--- src/rtl/rom_port_arbiter.sv ---
// Two-port arbiter for a single asynchronous ROM: round-robin between instruction
// fetch and load unit, registered ROM address, programmable wait states before capture.
module rom_port_arbiter #(
    parameter int ADDR_W      = 16,
    parameter int DATA_W      = 16,
    parameter int WAIT_CYCLES = 2
) (
    input  logic              clk,
    input  logic              rst_n,
    input  logic              f_req,
    input  logic [ADDR_W-1:0] f_addr,
    output logic              f_ack,
    output logic [DATA_W-1:0] f_data,
    input  logic              l_req,
    input  logic [ADDR_W-1:0] l_addr,
    output logic              l_ack,
    output logic [DATA_W-1:0] l_data,
    output logic [ADDR_W-1:0] Ma,
    input  logic [DATA_W-1:0] Md,
    output logic              busy
);

    typedef enum logic [1:0] {IDLE, ACCESS, DONE} state_t;
    typedef enum logic {FETCH, LOAD} grant_t;

    localparam logic [3:0] WAIT_INIT = 4'(WAIT_CYCLES);

    state_t            state, state_nx;
    grant_t            last_grant, grant_nx;
    logic [3:0]        cnt, cnt_nx;
    logic [ADDR_W-1:0] ma_nx;
    logic              cap_f, cap_l;

    // NOTE: every output of this block gets a default first, so no path leaves a
    // variable unassigned and no latch is inferred.
    always_comb begin
        state_nx = state;
        grant_nx = last_grant;
        cnt_nx   = cnt;
        ma_nx    = Ma;
        cap_f    = 1'b0;
        cap_l    = 1'b0;
        case (state)
            IDLE: begin
                if (f_req || l_req) begin
                    if (f_req && l_req)
                        grant_nx = (last_grant == FETCH) ? LOAD : FETCH;
                    else if (f_req)
                        grant_nx = FETCH;
                    else
                        grant_nx = LOAD;
                    ma_nx    = (grant_nx == FETCH) ? f_addr : l_addr;
                    cnt_nx   = WAIT_INIT;
                    state_nx = ACCESS;
                end
            end
            ACCESS: begin
                // last_grant already holds the current grant while the access runs
                if (cnt != 4'd0) begin
                    cnt_nx = cnt - 4'd1;
                end else begin
                    cap_f    = (last_grant == FETCH);
                    cap_l    = (last_grant == LOAD);
                    state_nx = DONE;
                end
            end
            DONE:    state_nx = IDLE;
            default: state_nx = IDLE;
        endcase
    end

    // NOTE: sequential state uses non-blocking assignments so every register samples
    // the pre-edge values, independent of statement order.
    always_ff @(posedge clk or negedge rst_n) begin
        if (!rst_n) begin
            state      <= IDLE;
            last_grant <= LOAD;
            cnt        <= 4'd0;
            Ma         <= '0;
            f_data     <= '0;
            l_data     <= '0;
        end else begin
            state      <= state_nx;
            last_grant <= grant_nx;
            cnt        <= cnt_nx;
            Ma         <= ma_nx;
            if (cap_f) f_data <= Md;
            if (cap_l) l_data <= Md;
        end
    end

    // Acks decode straight from registered state, so they are glitch-free single pulses
    assign f_ack = (state == DONE) && (last_grant == FETCH);
    assign l_ack = (state == DONE) && (last_grant == LOAD);
    assign busy  = (state != IDLE);

endmodule
--- config.mk ---
export PLATFORM = sky130hd
export DESIGN_NAME = rom_port_arbiter
export DESIGN_NICKNAME = d
export VERILOG_FILES = /design/src/rtl/rom_port_arbiter.sv
export SDC_FILE = /design/constraint.sdc
export NUM_CORES = 1
export LEC_CHECK = 0
export CAP_MARGIN = 10
export CORE_MARGIN = 2
export CORE_UTILIZATION = 38
export CTS_CLUSTER_DIAMETER = 30
export DETAILED_ROUTE_END_ITERATION = 10
export GPL_TIMING_DRIVEN = 0
export PLACE_DENSITY = 0.75
export SETUP_SLACK_MARGIN = 0.15
export SLEW_MARGIN = 20
export SYNTH_ARGS = -nofsm -noshare
export SYNTH_HDL_FRONTEND = slang
export SYNTH_SLANG_ARGS = --single-unit
--- constraint.sdc ---
create_clock -name clk -period 1.45 [get_ports clk]
set_input_delay 0.2175 -clock clk [delete_from_list [all_inputs] [get_ports clk]]
set_output_delay 0.2175 -clock clk [all_outputs]
set_load 0.02 [all_outputs]
==> results.cfg, run 1 <==
[outcome]
status = finished with violations
violations = setup timing

[grt]
grt_pass1_vias = 2236
grt_max_degree = 56
grt_usage = 0.189
grt_pass1_wl_um = 11000
grt.overflow.total = 0
antenna_found_initial = 0

[synthesis]
yosysSeqAreaShare = 0.557
synthSimpleGateAreaFrac = 0.0961
synth_cell_types = 37
yosys_warnings = 0
avgSynthCellArea_sq_um = 12.2
synth_top_family_by_area = multiplexers
synth-compound-area-share = 0.127
yosys.area_share.adder = 0.0101
muxShareOfSynthArea = 0.169
synthXorXnorAreaFrac = 0
synth_cells = 202
synth_area_sq_um = 2470
synth-seq-cells = 55
synthesis.nets = 256

[sta]
hold_ws_ps = 468
finalSetupTns_ps = -1140
fin_skew_ps = 7.28
worst_pin_slew_ps = 676
setup_ws_ps = -82.9
rsz0062_at_grt = yes
slew_viol_final = 0
relSlewSlack = 0.549
fmax_mhz = 652
setup_viol = 29
min_period_ps = 1530
fin_crit_sh = 1.06
hold_viol = 0

[placement]
io_buffers = 102
place.gp.congestion = 0.726
post-dp-hpwl_um = 4340

[floorplanning]
core-area_sq_um = 6310
initial_core_util = 0.392
die_width_um = 84.7
die_y_um = 84.7
die_area_sq_um = 7170
io_pins = 103
rows = 29

[run]
maxCapViolCount = 0

[power]
power_switching_mw = 3.44
leakage_nw = 1.92
pwr-share-comb = 0.585
power_density_nw_per_um2 = 2100
seqPwrFrac = 0.318
p_int_mw = 5.38
ir_drop_mv = 1.07
clkPwrFrac = 0.098
swShare = 0.390

[critical_path]
r2r_start = cnt[0]
critPathKind = flop to flop
reg2reg_depth = 6
crit_start = cnt[0]
endpoint_kind = flop
crit_chain = inv_2 -> ha_4 -> and4_1 -> buf_6 -> clkbuf_16 -> mux2_4
critical_path_buf_inv_count = 3
cp.required_ps = 1650
r2r_end = l_data[6]
slowest_delay_ps = 410
r2r_slack_ps = -80
path_max_fanout = 5
crit_family = flip-flops
slowest_stage = dfrtp_1
setup.worst_path.start_class = flop
cp.arrival_ps = 1740

[clock_network]
cts-buffers-inserted = 5
cts.clk_slew.worst_paths_ps = 100
htree_num_levels = 2
clkSinkCount = 55
clock_latency_ps = 310
clockRootBuffer = clkbuf_8
cts_tree = built
cts_max_path_buffers = 2

[layout]
nFillCells = 505
multiInputGateArea_sq_um = 1200
nets = 394
area_growth_pct = 70.3
antenna_cells = 0
drive_gt1_frac = 0.349
seqCellArea_sq_um = 1380
final_cell_mix = 51 x dfrtp_1, 49 x clkdlybuf4s50_1, 45 x dlygate4sd2_1
final_common_cell = dfrtp_1

[routing]
wl_per_cell_um = 16.3
routed_wl_um = 6820
ant_nets = 0
route.detailed.drc = 0
routed_via_density = 5.19
vias = 2169
drt_iter0_markers = 52
drt_first_pass_iters = 4

[min_path]
hold_start = l_req
min_path_cells = 4
hp-class = input port to flop
hold-path-endpoint = cnt[0]
power by group through the flow:
stage / logic, mW / clock network, mW / registers (mW)
3_5_place_dp: 4.58 / 0 / 2.85
3_3_place_gp: 4.51 / 0 / 2.81
6_report: 5.16 / 0.861 / 2.81
4_1_cts: 4.88 / 0.883 / 2.80
5_1_grt: 5.49 / 0.937 / 2.90
2_1_floorplan: 1.79 / 0 / 3.62
flip-flops by register name, indices dropped and copies added (netlist names):
register    cells
Ma             16
cnt             4
f_data         16
l_data         16
last_grant      1
state           2
cell families (layout without fill, tap and decap cells):
group / Yosys count / count (layout)
AO/OA/AOI/OAI: 57 / 57
flip-flops: 55 / 55
AND/OR/NAND/NOR: 36 / 36
multiplexers: 34 / 34
buffers and inverters: 18 / 157
adder cells (fa/ha/maj): 2 / 2
layer usage:
layer  global-route usage  up-vias  wire [um]
met2                0.322       88       3350
li1                     -     1016          -
met4               0.0260        0         37
met3               0.0472        5        448
met5                    0        -          0
met1                0.251     1060       2980
Yosys cell counts (all sizes together):
library cell	count	area, sq um
dfrtp	54	1350
mux2	32	398
a21oi	20	100
o21ai	18	90.1
a31oi	17	106
nand3	16	80.1
buf	8	63.8
clkbuf	5	18.8
inv	5	18.8
nor2	4	25.0
nor2b	3	26.3
ha	2	25.0
mux2i	2	20.0
nand2b	2	12.5
or2	2	12.5
a221o	1	10.0
and2	1	6.26
and3	1	6.26
and3b	1	8.76
and4	1	8.76
dfstp	1	26.3
nand4b	1	23.8
nor3b	1	7.51
nor4	1	6.26
o21bai	1	7.51
or3	1	6.26
or4	1	7.51
final cells by class:
class                           count  area share
Buffer                             13      0.0354
Sequential cell                    55       0.328
Tap cell                           77      0.0229
Clock inverter                      3     0.00535
Timing Repair Buffer              131       0.303
Clock buffer                        5      0.0163
Inverter                            5     0.00446
Multi-Input combinational cell    129       0.285
tightest hold or removal path, delay by kind of cell:
kind                   cells  cell delay, ps
buffers and inverters      1             190
and+or+nand+nor            1             120
muxes                      1              70
AOI/OAI and AO/OA          1             140
through the flow:
step	area (sq um)	setup slack [ps]	util	power, mW	std cells
finish	4210	-82.9	0.667	8.82	418
global route	4210	-133	0.667	9.33	418
CTS	4110	-72.6	0.651	8.57	411
detailed placement	3650	-461	0.578	7.43	381
global placement	3650	-1490	0.578	7.32	381
floorplan	2530	-31.3	-	5.41	202
repair_timing:
| action | 4_1_cts | 5_1_grt |
|---|---|---|
| endpoints found under the hold margin | 54 | 0 |
| pin swaps | 36 | 3 |
| cloned | 1 | 1 |
| resized for setup | 124 | 19 |
| buffers inserted | 20 | 6 |
| hold buffers | 1 | 0 |
| setup endpoints to repair | 105 | 60 |
worst max path at each step:
stage                 endpoint  cells past startpoint  slack, ps
floorplan           l_data[10]                      5        -30
detailed placement       Ma[3]                      5       -460
global placement         Ma[7]                      1      -1490
finish               l_data[6]                      6        -80
CTS                 l_data[11]                      5        -70
global route         l_data[9]                      6       -130
Power figures use the tool's default switching activity.
==> inputs of run 2 (changes only) <==
--- a/config.mk
+++ b/config.mk
@@ -6,12 +6,14 @@
 export NUM_CORES = 1
 export LEC_CHECK = 0
 export CAP_MARGIN = 10
-export CORE_MARGIN = 2
+export CORE_ASPECT_RATIO = 0.75
+export CORE_MARGIN = 8
 export CORE_UTILIZATION = 38
 export CTS_CLUSTER_DIAMETER = 30
 export DETAILED_ROUTE_END_ITERATION = 10
 export GPL_TIMING_DRIVEN = 0
 export PLACE_DENSITY = 0.75
+export REMOVE_ABC_BUFFERS = 1
 export SETUP_SLACK_MARGIN = 0.15
 export SLEW_MARGIN = 20
 export SYNTH_ARGS = -nofsm -noshare
==> results.cfg, run 2 (synthesis results as in run 1) <==
[placement]
dpl_cell_area_sq_um = 3510
place.gp.congestion = 0.743
post-dp-hpwl_um = 4790
io_buffers = 102
pre_cts_ws_ps = -938

[min_path]
hold-path-endpoint = Ma[5]
hold_start = f_addr[5]
min_path_cells = 3
hp-class = input port to flop

[grt]
grt.overflow.total = 0
grt_pass1_wl_um = 11800
grt_usage = 0.157
grt_max_degree = 56
grt_pass1_vias = 2237
antenna_found_initial = 0

[layout]
drive_gt1_frac = 0.300
fin_util = 0.653
nets = 383
final_common_cell = dfrtp_1
antenna_cells = 0
area_growth_pct = 65.9
largest_registers = Ma x16, f_data x16, l_data x16
final_cell_mix = 51 x dfrtp_1, 48 x clkdlybuf4s50_1, 45 x dlygate4sd2_1
final_area_sq_um = 4100

[sta]
fin_skew_ps = 7.96
relSlewSlack = 0.539
slew_viol_final = 0
worst_pin_slew_ps = 692
setup_viol = 24
rsz0062_at_grt = yes
fmax_mhz = 664
hold_viol = 0
fin_crit_sh = 1.04
min_period_ps = 1510
setup_ws_ps = -55.2

[clock_network]
cts-buffers-inserted = 5
cts_tree = built
htree_num_levels = 2
clkSinkCount = 55
cts.clk_slew.worst_paths_ps = 110
clockRootBuffer = clkbuf_8
cts_max_path_buffers = 2
clock_latency_ps = 310

[floorplanning]
die_y_um = 85.9
rows = 25
die_area_sq_um = 9370
io_pins = 103
die_width_um = 109
initial_core_util = 0.393
core-area_sq_um = 6290

[critical_path]
crit_chain = inv_2 -> ha_4 -> and4_4 -> clkbuf_16 -> mux2_4
setup.worst_path.start_class = flop
cp.arrival_ps = 1710
critPathKind = flop to flop
crit_family = flip-flops
cp.required_ps = 1660
endpoint_kind = flop
r2r_slack_ps = -60
r2r_start = cnt[1]
slowest_stage = dfrtp_1
slowest_delay_ps = 410
r2r_end = l_data[5]
path_max_fanout = 5
critical_path_buf_inv_count = 2
reg2reg_depth = 5

[routing]
wl_per_cell_um = 18.8
routed_wl_um = 7720
drt_first_pass_iters = 4
route.detailed.drc = 0
ant_nets = 0
drt_iter0_markers = 100
vias = 2096
routed_via_density = 5.10

[power]
clkPwrFrac = 0.100
swShare = 0.397
leakage_nw = 1.87
p_int_mw = 5.39
pwr-share-comb = 0.588
power_density_nw_per_um2 = 2180
ir_drop_mv = 0.971
power_switching_mw = 3.54
seqPwrFrac = 0.312

[outcome]
status = finished with violations
violations = setup timing

[run]
maxCapViolCount = 0
run 2: changes by cell type in the layout (fill, tap and decap cells not counted), sizes merged:
| cell | before | now |
|---|---|---|
| nand2b | 2 | 3 |
| buf | 40 | 30 |
| clkdlybuf4s15 | 3 | 5 |
| clkbuf | 10 | 8 |
| dlymetal6s2s | 1 | 0 |
| clkdlybuf4s50 | 49 | 48 |
run 2: cell type report:
| type | instances | area, sq um |
|---|---|---|
| Clock buffer | 5 | 68.8 |
| Clock inverter | 3 | 22.5 |
| Fill cell | 488 | 2180 |
| Inverter | 5 | 18.8 |
| Multi-Input combinational cell | 130 | 1160 |
| Sequential cell | 55 | 1380 |
| Tap cell | 81 | 101 |
| Timing Repair Buffer | 132 | 1350 |
run 2: per-stage QoR:
step                      total power [mW]  instances  setup TNS [ps]  hold WS, ps
after floorplan                       5.13        189           -9060        -78.1
after global placement                7.10        372         -116030          470
after detailed placement              7.20        372          -31150          311
after CTS                             8.50        403            -466          476
after global routing                  9.42        411           -1530          484
final                                 8.94        411            -907          483
run 2: how the worst max path moves through the flow:
stage | cells past startpoint | end | from | slack (ps)
final | 5 | l_data[5] | cnt[1] | -60
after global routing | 4 | l_data[12] | state[1] | -80
after CTS | 5 | f_data[9] | state[1] | -60
after detailed placement | 4 | cnt[3] | f_req | -940
after global placement | 1 | l_data[6] | rst_n | -1570
after floorplan | 4 | l_data[0] | cnt[0] | -420
run 2: power by group through the flow:
stage | Combinational [mW] | Sequential (mW) | Clock (mW)
floorplan | 1.52 | 3.61 | 0
global placement | 4.32 | 2.78 | 0
detailed placement | 4.39 | 2.81 | 0
CTS | 4.83 | 2.78 | 0.900
global route | 5.58 | 2.89 | 0.960
finish | 5.25 | 2.79 | 0.896
run 2: what timing repair did:
| item | 4_1_cts | 5_1_grt |
|---|---|---|
| endpoints found under the setup margin | 105 | 61 |
| hold endpoints to repair | 54 | 0 |
| buffers inserted | 20 | 6 |
| gates cloned | 2 | 2 |
| pin swaps | 20 | 6 |
| resized for setup | 133 | 20 |
| hold buffers | 1 | 0 |
run 2: tightest hold or removal path, cell delays in order:
cell	delay (ps)
clkdlybuf4s50_1	400
nand3_1	80
a31oi_1	70
run 2: per-layer routing:
metal  up-vias  share of wire  global-route usage
met1      1024           0.43               0.205
met5         -              0                   0
met3        10          0.060              0.0390
met4         0          0.014              0.0335
met2        69           0.49               0.254
li1        993              -                   -
